**config.mk**
```make
export PLATFORM = sky130hd
export DESIGN_NAME = id_ex_stage
export DESIGN_NICKNAME = d
export VERILOG_FILES = /design/src/rtl/id_ex_stage.sv
export SDC_FILE = /design/constraint.sdc
export NUM_CORES = 1
export LEC_CHECK = 0
export BUFFER_PORTS_ARGS = -buffer_cell sky130_fd_sc_hd__clkbuf_2
export CAP_MARGIN = 10
export CORE_AREA = 2 2 254 256
export DETAILED_ROUTE_END_ITERATION = 16
export DIE_AREA = 0 0 256 258
export PLACE_DENSITY = 0.43
export SLEW_MARGIN = 20
export SYNTH_ARGS = -nofsm -noshare
export SYNTH_HDL_FRONTEND = slang
export SYNTH_SLANG_ARGS = --single-unit
```
**constraint.sdc**
```tcl
create_clock -name clk -period 2.3 [get_ports clk]
set_input_delay 0.115 -clock clk [delete_from_list [all_inputs] [get_ports clk]]
set_output_delay 0.115 -clock clk [all_outputs]
set_load 0.01 [all_outputs]
```
**src/rtl/id_ex_stage.sv**
```systemverilog
// id_ex_stage: ID-to-EX pipeline register of the RISC-V pipeline.
// It captures the operands, immediate, PC and decode control of the ID
// instruction and presents them to EX one cycle later. It also inserts
// bubbles for load-use hazards, branch flush and an empty ID slot, and it
// freezes while EX holds.
// Optional build macro ID_WB_BYPASS_EN: when it is defined, a same-cycle
// writeback to a source register is forwarded into ex_rdata1/ex_rdata2.
module id_ex_stage #(
  parameter int DATA_W = 64,
  parameter int REG_W  = 5
) (
  input  logic              clk,
  input  logic              reset,
  input  logic              id_valid,
  input  logic [DATA_W-1:0] id_pc,
  input  logic [REG_W-1:0]  id_rs1,
  input  logic [REG_W-1:0]  id_rs2,
  input  logic [REG_W-1:0]  id_rd,
  input  logic              id_uses_rs1,
  input  logic              id_uses_rs2,
  input  logic [DATA_W-1:0] id_rdata1,
  input  logic [DATA_W-1:0] id_rdata2,
  input  logic [DATA_W-1:0] id_imm,
  input  logic              id_regwrite,
  input  logic              id_memread,
  input  logic              id_memwrite,
  input  logic              id_memtoreg,
  input  logic              id_alusrc,
  input  logic              id_branch,
  input  logic [1:0]        id_aluop,
  input  logic [3:0]        id_funct,
  input  logic              flush,
  input  logic              ex_hold,
  input  logic              wb_regwrite,
  input  logic [REG_W-1:0]  wb_rd,
  input  logic [DATA_W-1:0] wb_data,
  output logic              id_stall,
  output logic              ex_valid,
  output logic [DATA_W-1:0] ex_pc,
  output logic [DATA_W-1:0] ex_rdata1,
  output logic [DATA_W-1:0] ex_rdata2,
  output logic [DATA_W-1:0] ex_imm,
  output logic [REG_W-1:0]  ex_rs1,
  output logic [REG_W-1:0]  ex_rs2,
  output logic [REG_W-1:0]  ex_rd,
  output logic              ex_regwrite,
  output logic              ex_memread,
  output logic              ex_memwrite,
  output logic              ex_memtoreg,
  output logic              ex_alusrc,
  output logic              ex_branch,
  output logic [1:0]        ex_aluop,
  output logic [3:0]        ex_funct
);

  typedef struct packed {
    logic              valid;
    logic [DATA_W-1:0] pc;
    logic [DATA_W-1:0] rdata1;
    logic [DATA_W-1:0] rdata2;
    logic [DATA_W-1:0] imm;
    logic [REG_W-1:0]  rs1;
    logic [REG_W-1:0]  rs2;
    logic [REG_W-1:0]  rd;
    logic              regwrite;
    logic              memread;
    logic              memwrite;
    logic              memtoreg;
    logic              alusrc;
    logic              branch;
    logic [1:0]        aluop;
    logic [3:0]        funct;
  } ex_reg_t;

  ex_reg_t           ex_q;
  ex_reg_t           ex_d;
  logic              load_use;
  logic [DATA_W-1:0] op1_sel;
  logic [DATA_W-1:0] op2_sel;

  // Hazard detection: an in-flight load whose destination is read by ID.
  always_comb begin
    load_use = id_valid & ex_q.valid & ex_q.memread & (ex_q.rd != '0) &
               ((id_uses_rs1 & (ex_q.rd == id_rs1)) |
                (id_uses_rs2 & (ex_q.rd == id_rs2)));
    id_stall = ~reset & (ex_hold | (load_use & ~flush));
  end

`ifdef ID_WB_BYPASS_EN
  // Operand select: take the writeback value when it targets a source register.
  always_comb begin
    op1_sel = id_rdata1;
    op2_sel = id_rdata2;
    if (wb_regwrite && (wb_rd != '0) && (wb_rd == id_rs1)) op1_sel = wb_data;
    if (wb_regwrite && (wb_rd != '0) && (wb_rd == id_rs2)) op2_sel = wb_data;
  end
`else
  logic unused_wb;
  assign unused_wb = wb_regwrite ^ (^wb_rd) ^ (^wb_data);

  // Operand select: the register file read data is used unchanged.
  always_comb begin
    op1_sel = id_rdata1;
    op2_sel = id_rdata2;
  end
`endif

  // Next EX contents: hold, then bubble (flush / load-use / empty ID), then load.
  always_comb begin
    ex_d = ex_q;
    if (ex_hold) begin
      ex_d = ex_q;
    end else if (flush || load_use || !id_valid) begin
      ex_d = '0;
    end else begin
      ex_d.valid    = 1'b1;
      ex_d.pc       = id_pc;
      ex_d.rdata1   = op1_sel;
      ex_d.rdata2   = op2_sel;
      ex_d.imm      = id_imm;
      ex_d.rs1      = id_rs1;
      ex_d.rs2      = id_rs2;
      ex_d.rd       = id_rd;
      ex_d.regwrite = id_regwrite;
      ex_d.memread  = id_memread;
      ex_d.memwrite = id_memwrite;
      ex_d.memtoreg = id_memtoreg;
      ex_d.alusrc   = id_alusrc;
      ex_d.branch   = id_branch;
      ex_d.aluop    = id_aluop;
      ex_d.funct    = id_funct;
    end
  end

  // EX register; reset clears data as well as control.
  always_ff @(posedge clk) begin
    if (reset) ex_q <= '0;
    else       ex_q <= ex_d;
  end

  assign ex_valid    = ex_q.valid;
  assign ex_pc       = ex_q.pc;
  assign ex_rdata1   = ex_q.rdata1;
  assign ex_rdata2   = ex_q.rdata2;
  assign ex_imm      = ex_q.imm;
  assign ex_rs1      = ex_q.rs1;
  assign ex_rs2      = ex_q.rs2;
  assign ex_rd       = ex_q.rd;
  assign ex_regwrite = ex_q.regwrite;
  assign ex_memread  = ex_q.memread;
  assign ex_memwrite = ex_q.memwrite;
  assign ex_memtoreg = ex_q.memtoreg;
  assign ex_alusrc   = ex_q.alusrc;
  assign ex_branch   = ex_q.branch;
  assign ex_aluop    = ex_q.aluop;
  assign ex_funct    = ex_q.funct;

endmodule

```
==> results of run 1 <==
flip-flops by register name, summed over array words and instances, names as in the netlist:
signal       flops
ex_rd            5
ex_rdata1       64
ex_funct         4
ex_pc           64
ex_valid         1
ex_memtoreg      1
ex_alusrc        1
ex_rdata2       64
ex_memread       1
ex_rs2           5
ex_branch        1
ex_imm          64
ex_rs1           5
ex_aluop         2
ex_memwrite      1
ex_regwrite      1
power groups by stage:
stage	logic [uW]	clock network (uW)	registers [uW]
2_1_floorplan	423	0	5490
3_3_place_gp	1260	0	5390
3_5_place_dp	1290	0	5390
4_1_cts	1710	5650	5290
5_1_grt	1830	5820	5320
6_report	1700	5420	5290
routing by layer:
metal	up-vias	routed length, um
met5	-	0
met4	0	1760
met3	96	2850
met2	475	23400
met1	6452	19500
li1	6612	-
stage by stage:
step	std cells	hold WS [ps]	power [uW]
2_1_floorplan	1316	248	5920
3_3_place_gp	2641	347	6650
3_5_place_dp	2641	356	6680
4_1_cts	2990	195	12600
5_1_grt	2992	257	13000
6_report	2992	232	12400
cells by family after synthesis:
| kind of cell | Yosys count |
|---|---|
| compound gates | 571 |
| simple gates | 294 |
| flops | 284 |
| buf+inv | 157 |
| xor+xnor | 10 |
cell type report:
class / instances / area [um2]
Sequential cell: 284 / 5690
Multi-Input combinational cell: 875 / 5180
Tap cell: 855 / 1070
Clock buffer: 55 / 1080
Fill cell: 6716 / 44100
Clock inverter: 4 / 28.8
Antenna cell: 2 / 5.00
Timing Repair Buffer: 917 / 6520
worst max-delay path, delay by kind of cell (launching register included):
| family | cells | cell delay [ps] |
|---|---|---|
| and+or+nand+nor | 2 | 590 |
| DFF | 1 | 360 |
| AOI/OAI and AO/OA | 2 | 340 |
| buffers and inverters | 2 | 250 |
final timing paths:
check,end,start,slack [ps],cells past startpoint
worst max-delay path,id_stall,ex_rd[4],110,6
worst min-delay path,ex_rd[4],reset,230,5
worst max register to register,ex_pc[30],ex_rd[4],200,7
worst min register to register,ex_rdata2[43],ex_rdata2[43],470,2
repair_timing:
action	CTS	global route
hold buffers	285	0
setup buffers	3	0
hold endpoints to repair	284	0
pin swaps	2	1
gates resized for setup	2	1
endpoints found under the setup margin	1	1
cloned	2	0
layout by cell type (no fill, tap or decap), types with 10 or more instances in the layout:
master,instances
buf_4,31
a32oi_1,283
clkbuf_16,37
dfxtp_1,282
o21ai_1,218
clkbuf_2,574
dlygate4sd3_1,285
buf_12,25
nand2_1,286
xnor2_1,10
o21ai_0,65
==> impl_results.md, run 1 <==
* Crit path max fanout at 5
* Combinational share of power at a little over an eighth
* Post-synth top area share at roughly 49%
* Worst hold path type: input pin to flip-flop
* DRT Wirelength at 47500 um
* Final Slew Violations at 0
* Fmax at 0.456 GHz
* Clock share of power at 43.7%
* Horiz. Die Dim at roughly 260 um
* Final critical-path setup slack at ~110 ps
* Synth Area in Adders at 0%
* Antenna Nets Post-Route at 0
* Syn nets at 1676
* Most frequent cell after synthesis: nand2_1
* Worst VDD drop at between 0.4 and 0.5 mV
* Sequential fraction of the synthesis area at 48.9%
* Critical Path AT at ~2100 ps
* MaxCap Viol Count at 0
* Initial Util at 18.3%
* Met3 GRT Util at 3.06%
* Clock Skew at ~16 ps
* Dpl ws at roughly 270 ps
* Post-Route Utilization at 30.8%
* Rel. slew slack at 45.4%
* Core area at between 0.06 and 0.07 mm2
* CTS tree: yes
* CP peak stage delay at approximately 550 ps
* Yosys warnings at 0
* CTS root buf: clkbuf_16
* Slowest CP cell: or4_4
* Asr flop ratio synth at 0%
* Die Y at 258 um
* Number of I/O pins at 645
* First-pass GRT wire length at between 70000 and 80000 um
* CTS Sinks at 284
* GR Layer Usage met2 at between 20 and 25%
* Cell taking the most area after synthesis: dfxtp_1
* Vias in the first global route at 13201
* Die area at 0.0660 mm2
* Least-Margin Pin Slew at 819 ps
* GR Util All Layers at a little over an eighth
* Mapped Cells at 1316
* Vias at approximately 14000
* Crit-path cells: or4_4 > o21ai_4 > buf_12 > nor2_1 > a21o_1 > clkbuf_2
* Xor/xnor share of the synthesized area at less than 1%
* Switching share of power at 25.5%
* Post-synthesis compound-gate area fraction at 33.8%
* H-Tree Depth at 2
* Startpoint Class: flip-flop
* Yosys cell types at 24
* Seq cells post-synth at 284
* Req. time, crit path at 2180 ps
* Mapped Area at 0.0116 mm2
* Dpl hpwl at 32500 um
* Synth Flop Type: dfxtp_1
* Post-Synth Simple-Gate Area at 9.67%
* Count of buffers from port buffering at 574
* Post-route cell area at 0.0196 mm2
* Wirelength per Cell at 15.9 um
* Area Growth Syn to Fin at 68.5%
* Post-synth EDFFs at 0
* GP Congestion at a little over 0.8
* Syn Area/Cell at 8.83 um2
* Final net count at ~2500
* Most Crowded Layer GR: met2
* Final setup TNS at 0 ps
* P_int at 9250 uW
* Total grt overflow at 0
* Main combinational cell family by area after synthesis: compound AO/OA/AOI/OAI gates
* Residual DRC at 0
* Power Density at 634 mW/mm2
* CP Capture Type: output port
* Mux share of post-synthesis cell area at 0%
* Met1 GRT Util at 15.8%
* Final setup violation count at 0
* Top cells by area, synth: dfxtp_1, a32oi_1, o21ai_1
* Starting DRC count in detailed routing at ~900
* Via/cell ratio at approximately 4.6
* Lkg Pwr at 0.00796 uW
* Worst-case clock buffer depth at 3
* Layout cells sized above 1 at 32.3%
* Clock transition at path regs at 60 ps
* Largest net degree at the start of global routing at between 100 and 150
* Placed standard-cell area at approximately 0.016 mm2
* Initial antenna violation count at 2
* Sw power at 3160 uW
* Clk Latency, worst-skew pair at 540 ps
* Detailed-router iteration count before antenna repair at 7
* Minimum clock period at 2190 ps
* Sequential share of power at 42.7%
* Cts bufs inserted at 35
* Period Utilization, post-route at 95.3%
* Outcome: finished clean
* # rows at 93
* Commonest cells post-synth: nand2_1, dfxtp_1, a32oi_1
* Crit Path Category: flip-flop to output port
* Fin. Hold Viols at 0
* RSZ-0062 raised after global routing: no
Power figures use the tool's default switching activity.
==> run 2, diff against run 1 <==
Settings changed: CAP_MARGIN 10 to 0.
Clock period 2.3 ns to 2.8 ns, I/O delays scaled along.
==> run 2 against run 1 <==
  * Power shrank 17%
  * Clock-buffer cell count grew 2
  * Global-route usage shrank 0.31 points
  * Sequential share of layout area grew 0.41 points
  * Combinational power shrank 20%
  * Register-to-register slack gained 400 ps
  * Hold slack lost 11 ps
  * Via count shrank 0.98%
  * Worst setup slack gained 160 ps
  * Largest power group unchanged
  * Highest routed layer unchanged
==> impl_results.md, run 2 (synthesis gave the netlist of run 1 again) <==
* Least-Margin Pin Slew at 907 ps (was 819 ps)
* Antenna Nets Post-Route at 0 (unchanged)
* CTS Sinks at 284 (unchanged)
* Sw power at 2540 uW (was 3160 uW)
* Crit-path cells: or4_1 > o21ai_4 > buf_12 > nor2_1 > a21o_1 > clkbuf_2 (was or4_4 > o21ai_4 > buf_12 > nor2_1 > a21o_1 > clkbuf_2)
* Layout cells sized above 1 at 31.4% (was 32.3%)
* Startpoint Class: flip-flop (unchanged)
* # rows at 93 (unchanged)
* CP peak stage delay at 590 ps (was 550 ps)
* Clock Skew at 11.7 ps (was 15.9 ps)
* RSZ-0062 raised after global routing: no (unchanged)
* Crit path max fanout at 54 (was 5)
* Multi-input gate area at 0.00518 mm2 (about the same)
* Vias in the first global route at 13020 (was 13201)
* Rel. slew slack at 39.5% (was 45.4%)
* Initial antenna violation count at 0 (was 2)
* Power Density at 532 mW/mm2 (was 634 mW/mm2)
* Filler cells at 6797 (was 6716)
* Wirelength per Cell at 15.5 um (was 15.9 um)
* Final Slew Violations at 0 (unchanged)
* Count of buffers from port buffering at 574 (unchanged)
* DRT Wirelength at 46100 um (was 47500 um)
* Horiz. Die Dim at 256 um (unchanged)
* CP startpoint: ex_rd[4] (unchanged)
* Worst-case clock buffer depth at 3 (unchanged)
* Vias at 13502 (was 13635)
* MaxCap Viol Count at 0 (unchanged)
* Most frequent cells in the layout: clkbuf_2, nand2_1, dlygate4sd3_1, dfxtp_1, a32oi_1 (was clkbuf_2, nand2_1, dlygate4sd3_1, a32oi_1, dfxtp_1)
* First-pass GRT wire length at 71900 um (was 73000 um)
* GR Util All Layers at 13.1% (was 13.4%)
* Total grt overflow at 0 (unchanged)
* Final critical-path setup slack at 267 ps (was 107 ps)
* CTS tree: yes (unchanged)
* Die area at 0.0660 mm2 (unchanged)
* Final setup violation count at 0 (unchanged)
* HP Start: ex_hold (was reset)
* GP Congestion at 0.803 (was 0.806)
* Sequential share of power at 42.4% (was 42.7%)
* Slowest CP cell: or4_1 (was or4_4)
* Area Growth Syn to Fin at 66.0% (was 68.5%)
* Dpl hpwl at 31400 um (was 32500 um)
* Fin. Hold Viols at 0 (unchanged)
* Diode count at 0 (was 2)
* Final net count at 2454 (was 2473)
* Detailed-router iteration count before antenna repair at 5 (was 7)
* Critical Path AT at 2390 ps (was 2080 ps)
* H-Tree Depth at 2 (unchanged)
* Minimum clock period at 2530 ps
* Residual DRC at 0 (unchanged)
* Largest net degree at the start of global routing at 139 (was 130)
* Dpl ws at 639 ps (was 265 ps)
* Crit Path Category: flip-flop to output port (unchanged)
* Commonest non-fill, non-tap cell in the layout: clkbuf_2 (unchanged)
* Number of I/O pins at 645 (unchanged)
* CTS root buf: clkbuf_16 (unchanged)
* Die Y at 258 um (unchanged)
* Final setup TNS at 0 ps (unchanged)
* Total power draw at 10300 uW (was 12400 uW)
* P_int at 7720 uW (was 9250 uW)
* Initial Util at 18.3% (unchanged)
* Worst VDD drop at 0.289 mV (was 0.402 mV)
* Period Utilization, post-route at 90.5%
* Most Crowded Layer GR: met2 (unchanged)
* Fmax at around 0.39 GHz
* Via/cell ratio at 4.54 (was 4.56)
* Outcome: finished clean (unchanged)
* Switching share of power at 24.8% (was 25.5%)
* Starting DRC count in detailed routing at 890 (was 921)
* GR Layer Usage met2 at 22.3% (was 23.1%)
* Lkg Pwr at 0.00782 uW (was 0.00796 uW)
* Req. time, crit path at 2660 ps (was 2180 ps)
* RR Startpoint: ex_rd[4] (unchanged)
* Clock share of power at 44.4% (was 43.7%)
* Met1 GRT Util at 15.7% (was 15.8%)
* Cts bufs inserted at 36 (was 35)
* Combinational share of power at 13.3% (was 13.7%)
* Worst hold path type: input pin to flip-flop (unchanged)
* Clock transition at path regs at 60 ps (about the same)
* CP Capture Type: output port (unchanged)
* Clk Latency, worst-skew pair at 520 ps (was 540 ps)
* Met3 GRT Util at 3.09% (was 3.06%)
* Core area at 0.0636 mm2 (unchanged)
* FF+latch area at 0.00569 mm2 (about the same)
==> run 2: final timing paths <==
path	to	slack [ps]	cells past startpoint
setup reg to reg	ex_imm[37]	600	6
setup / recovery	id_stall	270	6
hold reg to reg	ex_pc[58]	470	2
hold / removal	ex_rdata1[52]	220	5
==> run 2: final cells by class <==
cell class                 instances  area share [%]
clock buffer                      57            5.55
multi-input combinational        875            26.8
tap                              855            5.54
clock inverter                     4           0.363
timing repair buffer             897            32.2
sequential                       284            29.5
==> run 2: power by group through the flow <==
| stage | Sequential, uW | Clock (uW) | Combinational [uW] |
|---|---|---|---|
| after detailed placement | 4430 | 0 | 1030 |
| final | 4350 | 4550 | 1360 |
| after global placement | 4430 | 0 | 1020 |
| after global routing | 4370 | 4880 | 1480 |
| after floorplan | 4510 | 0 | 348 |
| after CTS | 4350 | 4750 | 1370 |
==> run 2: repair_timing <==
item | CTS | global route
endpoints found under the hold margin | 284 | 0
gates resized for setup | 0 | 0
buffers inserted | 0 | 0
endpoints found under the setup margin | 0 | 0
hold buffers | 285 | 0
==> run 2: routing by layer <==
layer	share of wire [%]	up-vias	wire length, um
met5	0	-	0
met4	3.6	0	1660
met3	5.9	94	2740
met2	49	452	22400
met1	42	6376	19300
li1	-	6580	-
==> run 2: critical path: cells and delay by family, from the launching register on <==
kind	cells	cell delay (ps)
AND/OR/NAND/NOR	2	660
buffers and inverters	2	400
AO/OA/AOI/OAI	2	390
flip-flops	1	370
==> run 2: stage by stage <==
stage | cells | instance area, um2 | hold WS, ps | util, %
after detailed placement | 2626 | 15300 | 379 | 24.0
after floorplan | 1316 | 11600 | 273 | -
after global placement | 2626 | 15300 | 374 | 24.0
after global routing | 2972 | 19300 | 214 | 30.3
final | 2972 | 19300 | 221 | 30.3
after CTS | 2972 | 19300 | 174 | 30.3
==> run 3, diff against run 2 <==
Settings changed: PLACE_DENSITY 0.43 to 0.51.
==> run 3 against run 2 <==
  * Maximum frequency is 1.5% higher
  * Wire length is 1.8% lower
  * Combinational power hardly changed
  * Clock skew is 4.3 ps higher
  * First-iteration DRC count is 22% higher
  * Power is 0.19% lower
  * Critical path depth stayed put
  * Clock-buffer cell count is 8 lower
  * Largest power group unchanged
==> impl_results.md, run 3 (synthesis gave the netlist of run 1 again) <==
* Outcome: finished clean (unchanged)
* Crit-path cells: or4_1 > o21ai_4 > buf_12 > nor2_1 > a21o_1 > clkbuf_2 (unchanged)
* # rows at 93 (unchanged)
* Final Hold Slack at 42.2 ps (was 221 ps)
* Via/cell ratio at 4.59 (was 4.54)
* Count of buffers from port buffering at 574 (unchanged)
* Number of I/O pins at 645 (unchanged)
* Diode count at 0 (unchanged)
* Total grt overflow at 0 (unchanged)
* Largest net degree at the start of global routing at 139 (unchanged)
* Fmax at 0.401 GHz (was 0.395 GHz)
* Critical Path AT at 2360 ps (was 2390 ps)
* R2r setup slk at 600 ps (about the same)
* FF-to-FF End: ex_rdata1[3] (was ex_imm[37])
* Die area at 0.0660 mm2 (unchanged)
* Slowest CP cell: or4_1 (unchanged)
* Initial antenna violation count at 0 (unchanged)
* CTS root buf: clkbuf_16 (unchanged)
* Lkg Pwr at 0.00782 uW (about the same)
* Clock transition at path regs at 60 ps (about the same)
* Cts bufs inserted at 35 (was 36)
* MaxCap Viol Count at 0 (unchanged)
* Worst VDD drop at 0.327 mV (was 0.289 mV)
* Clk Latency, worst-skew pair at 530 ps (was 520 ps)
* R2R depth at 6 (unchanged)
* Area Growth Syn to Fin at 65.8% (was 66.0%)
* GP Congestion at 0.893 (was 0.803)
* Vias at 13633 (was 13502)
* Startpoint Class: flip-flop (unchanged)
* Most frequent cells in the layout: clkbuf_2, nand2_1, dfxtp_1, dlygate4sd3_1, a32oi_1 (was clkbuf_2, nand2_1, dlygate4sd3_1, dfxtp_1, a32oi_1)
* Worst-case clock buffer depth at 3 (unchanged)
* Final Slew Violations at 0 (unchanged)
* Fin. Hold Viols at 0 (unchanged)
* First-pass GRT wire length at 70900 um (was 71900 um)
* Rel. slew slack at 44.4% (was 39.5%)
* Detailed-router iteration count before antenna repair at 6 (was 5)
* Least-Margin Pin Slew at 834 ps (was 907 ps)
* GR Util All Layers at 12.8% (was 13.1%)
* RR Startpoint: ex_rd[4] (unchanged)
* Final net count at 2454 (unchanged)
* Multi-input gate area at 0.00518 mm2 (unchanged)
* Post-Route Utilization at 30.3% (about the same)
* RSZ-0062 raised after global routing: no (unchanged)
* CTS Sinks at 284 (unchanged)
* Commonest non-fill, non-tap cell in the layout: clkbuf_2 (unchanged)
* Final setup violation count at 0 (unchanged)
* CP peak stage delay at 630 ps (was 590 ps)
* Horiz. Die Dim at 256 um (unchanged)
* Period Utilization, post-route at 89.2% (was 90.5%)
* HP Start: id_uses_rs1 (was ex_hold)
* Die Y at 258 um (unchanged)
* CTS tree: yes (unchanged)
* H-Tree Depth at 2 (unchanged)
* Vias in the first global route at 13321 (was 13020)
* Filler cells at 6656 (was 6797)
* Residual DRC at 0 (unchanged)
* Initial Util at 18.3% (unchanged)
* Final critical-path setup slack at 303 ps (was 267 ps)
* Dpl ws at 634 ps (was 639 ps)
* Dpl hpwl at 29900 um (was 31400 um)
* Minimum clock period at 2500 ps (was 2530 ps)
* Power Density at 531 mW/mm2 (was 532 mW/mm2)
* Starting DRC count in detailed routing at 1089 (was 890)
* Crit path max fanout at 36 (was 54)
* Clock Skew at 16.0 ps (was 11.7 ps)
* Core area at 0.0636 mm2 (unchanged)
* Crit Path Category: flip-flop to output port (unchanged)
* CP startpoint: ex_rd[4] (unchanged)
* DRT Wirelength at 45200 um (was 46100 um)
* Layout cells sized above 1 at 31.8% (was 31.4%)
* Wirelength per Cell at 15.2 um (was 15.5 um)
* Antenna Nets Post-Route at 0 (unchanged)
* Req. time, crit path at 2660 ps (about the same)
* FF+latch area at 0.00569 mm2 (unchanged)
* Final setup TNS at 0 ps (unchanged)
* Hold Crit Depth at 4 (was 5)
* CP Capture Type: output port (unchanged)
* Worst Hold End: ex_valid (was ex_rdata1[52])
* Worst hold path type: input pin to flip-flop (unchanged)
-- run 3: worst max-delay path: cells and delay by family, from the launching register on --
kind,cells,cell delay [ps]
buffers and inverters,2,360
and+or+nand+nor,2,690
DFF,1,370
AOI/OAI and AO/OA,2,400
-- run 3: final cells by class --
cell class	count	area share (%)
repair buffers	898	32.2
clock inverters	10	0.539
well taps	855	5.55
multi-input cells	875	26.9
clock buffers	49	5.35
flip-flops and latches	284	29.5
-- run 3: metrics by stage --
stage | area [um2] | power, uW | cells
after floorplan | 11600 | 4860 | 1316
after detailed placement | 15300 | 5460 | 2628
final | 19300 | 10200 | 2971
after global routing | 19300 | 10700 | 2971
after CTS | 19300 | 10400 | 2971
after global placement | 15300 | 5430 | 2628
-- run 3: report_power, final --
group / total [uW] / internal, uW / switching [uW]
combinational: 1360 / 692 / 666
clock: 4530 / 2740 / 1790
sequential: 4350 / 4240 / 115
-- run 3: worst max-delay path by stage --
stage / endpoint / slack, ps
after floorplan: id_stall / 1000
after global placement: ex_rdata1[4] / 700
after detailed placement: ex_rdata1[4] / 630
after CTS: id_stall / 230
after global routing: id_stall / 170
final: id_stall / 300
-- run 3: per-layer routing --
layer	part of all wire [%]	GRT usage, %	vias up	wire [um]
li1	-	-	6567	-
met1	41	15.0	6425	18400
met5	0	0	-	0
met4	3.8	5.56	0	1720
met3	6.9	3.56	102	3130
met2	49	21.9	539	22000
-- run 3: timing repair --
| action | 4_1_cts | 5_1_grt |
|---|---|---|
| hold endpoints to repair | 284 | 0 |
| setup endpoints to repair | 0 | 0 |
| hold buffers | 284 | 0 |
| buffers inserted | 0 | 0 |
| resized for setup | 0 | 0 |
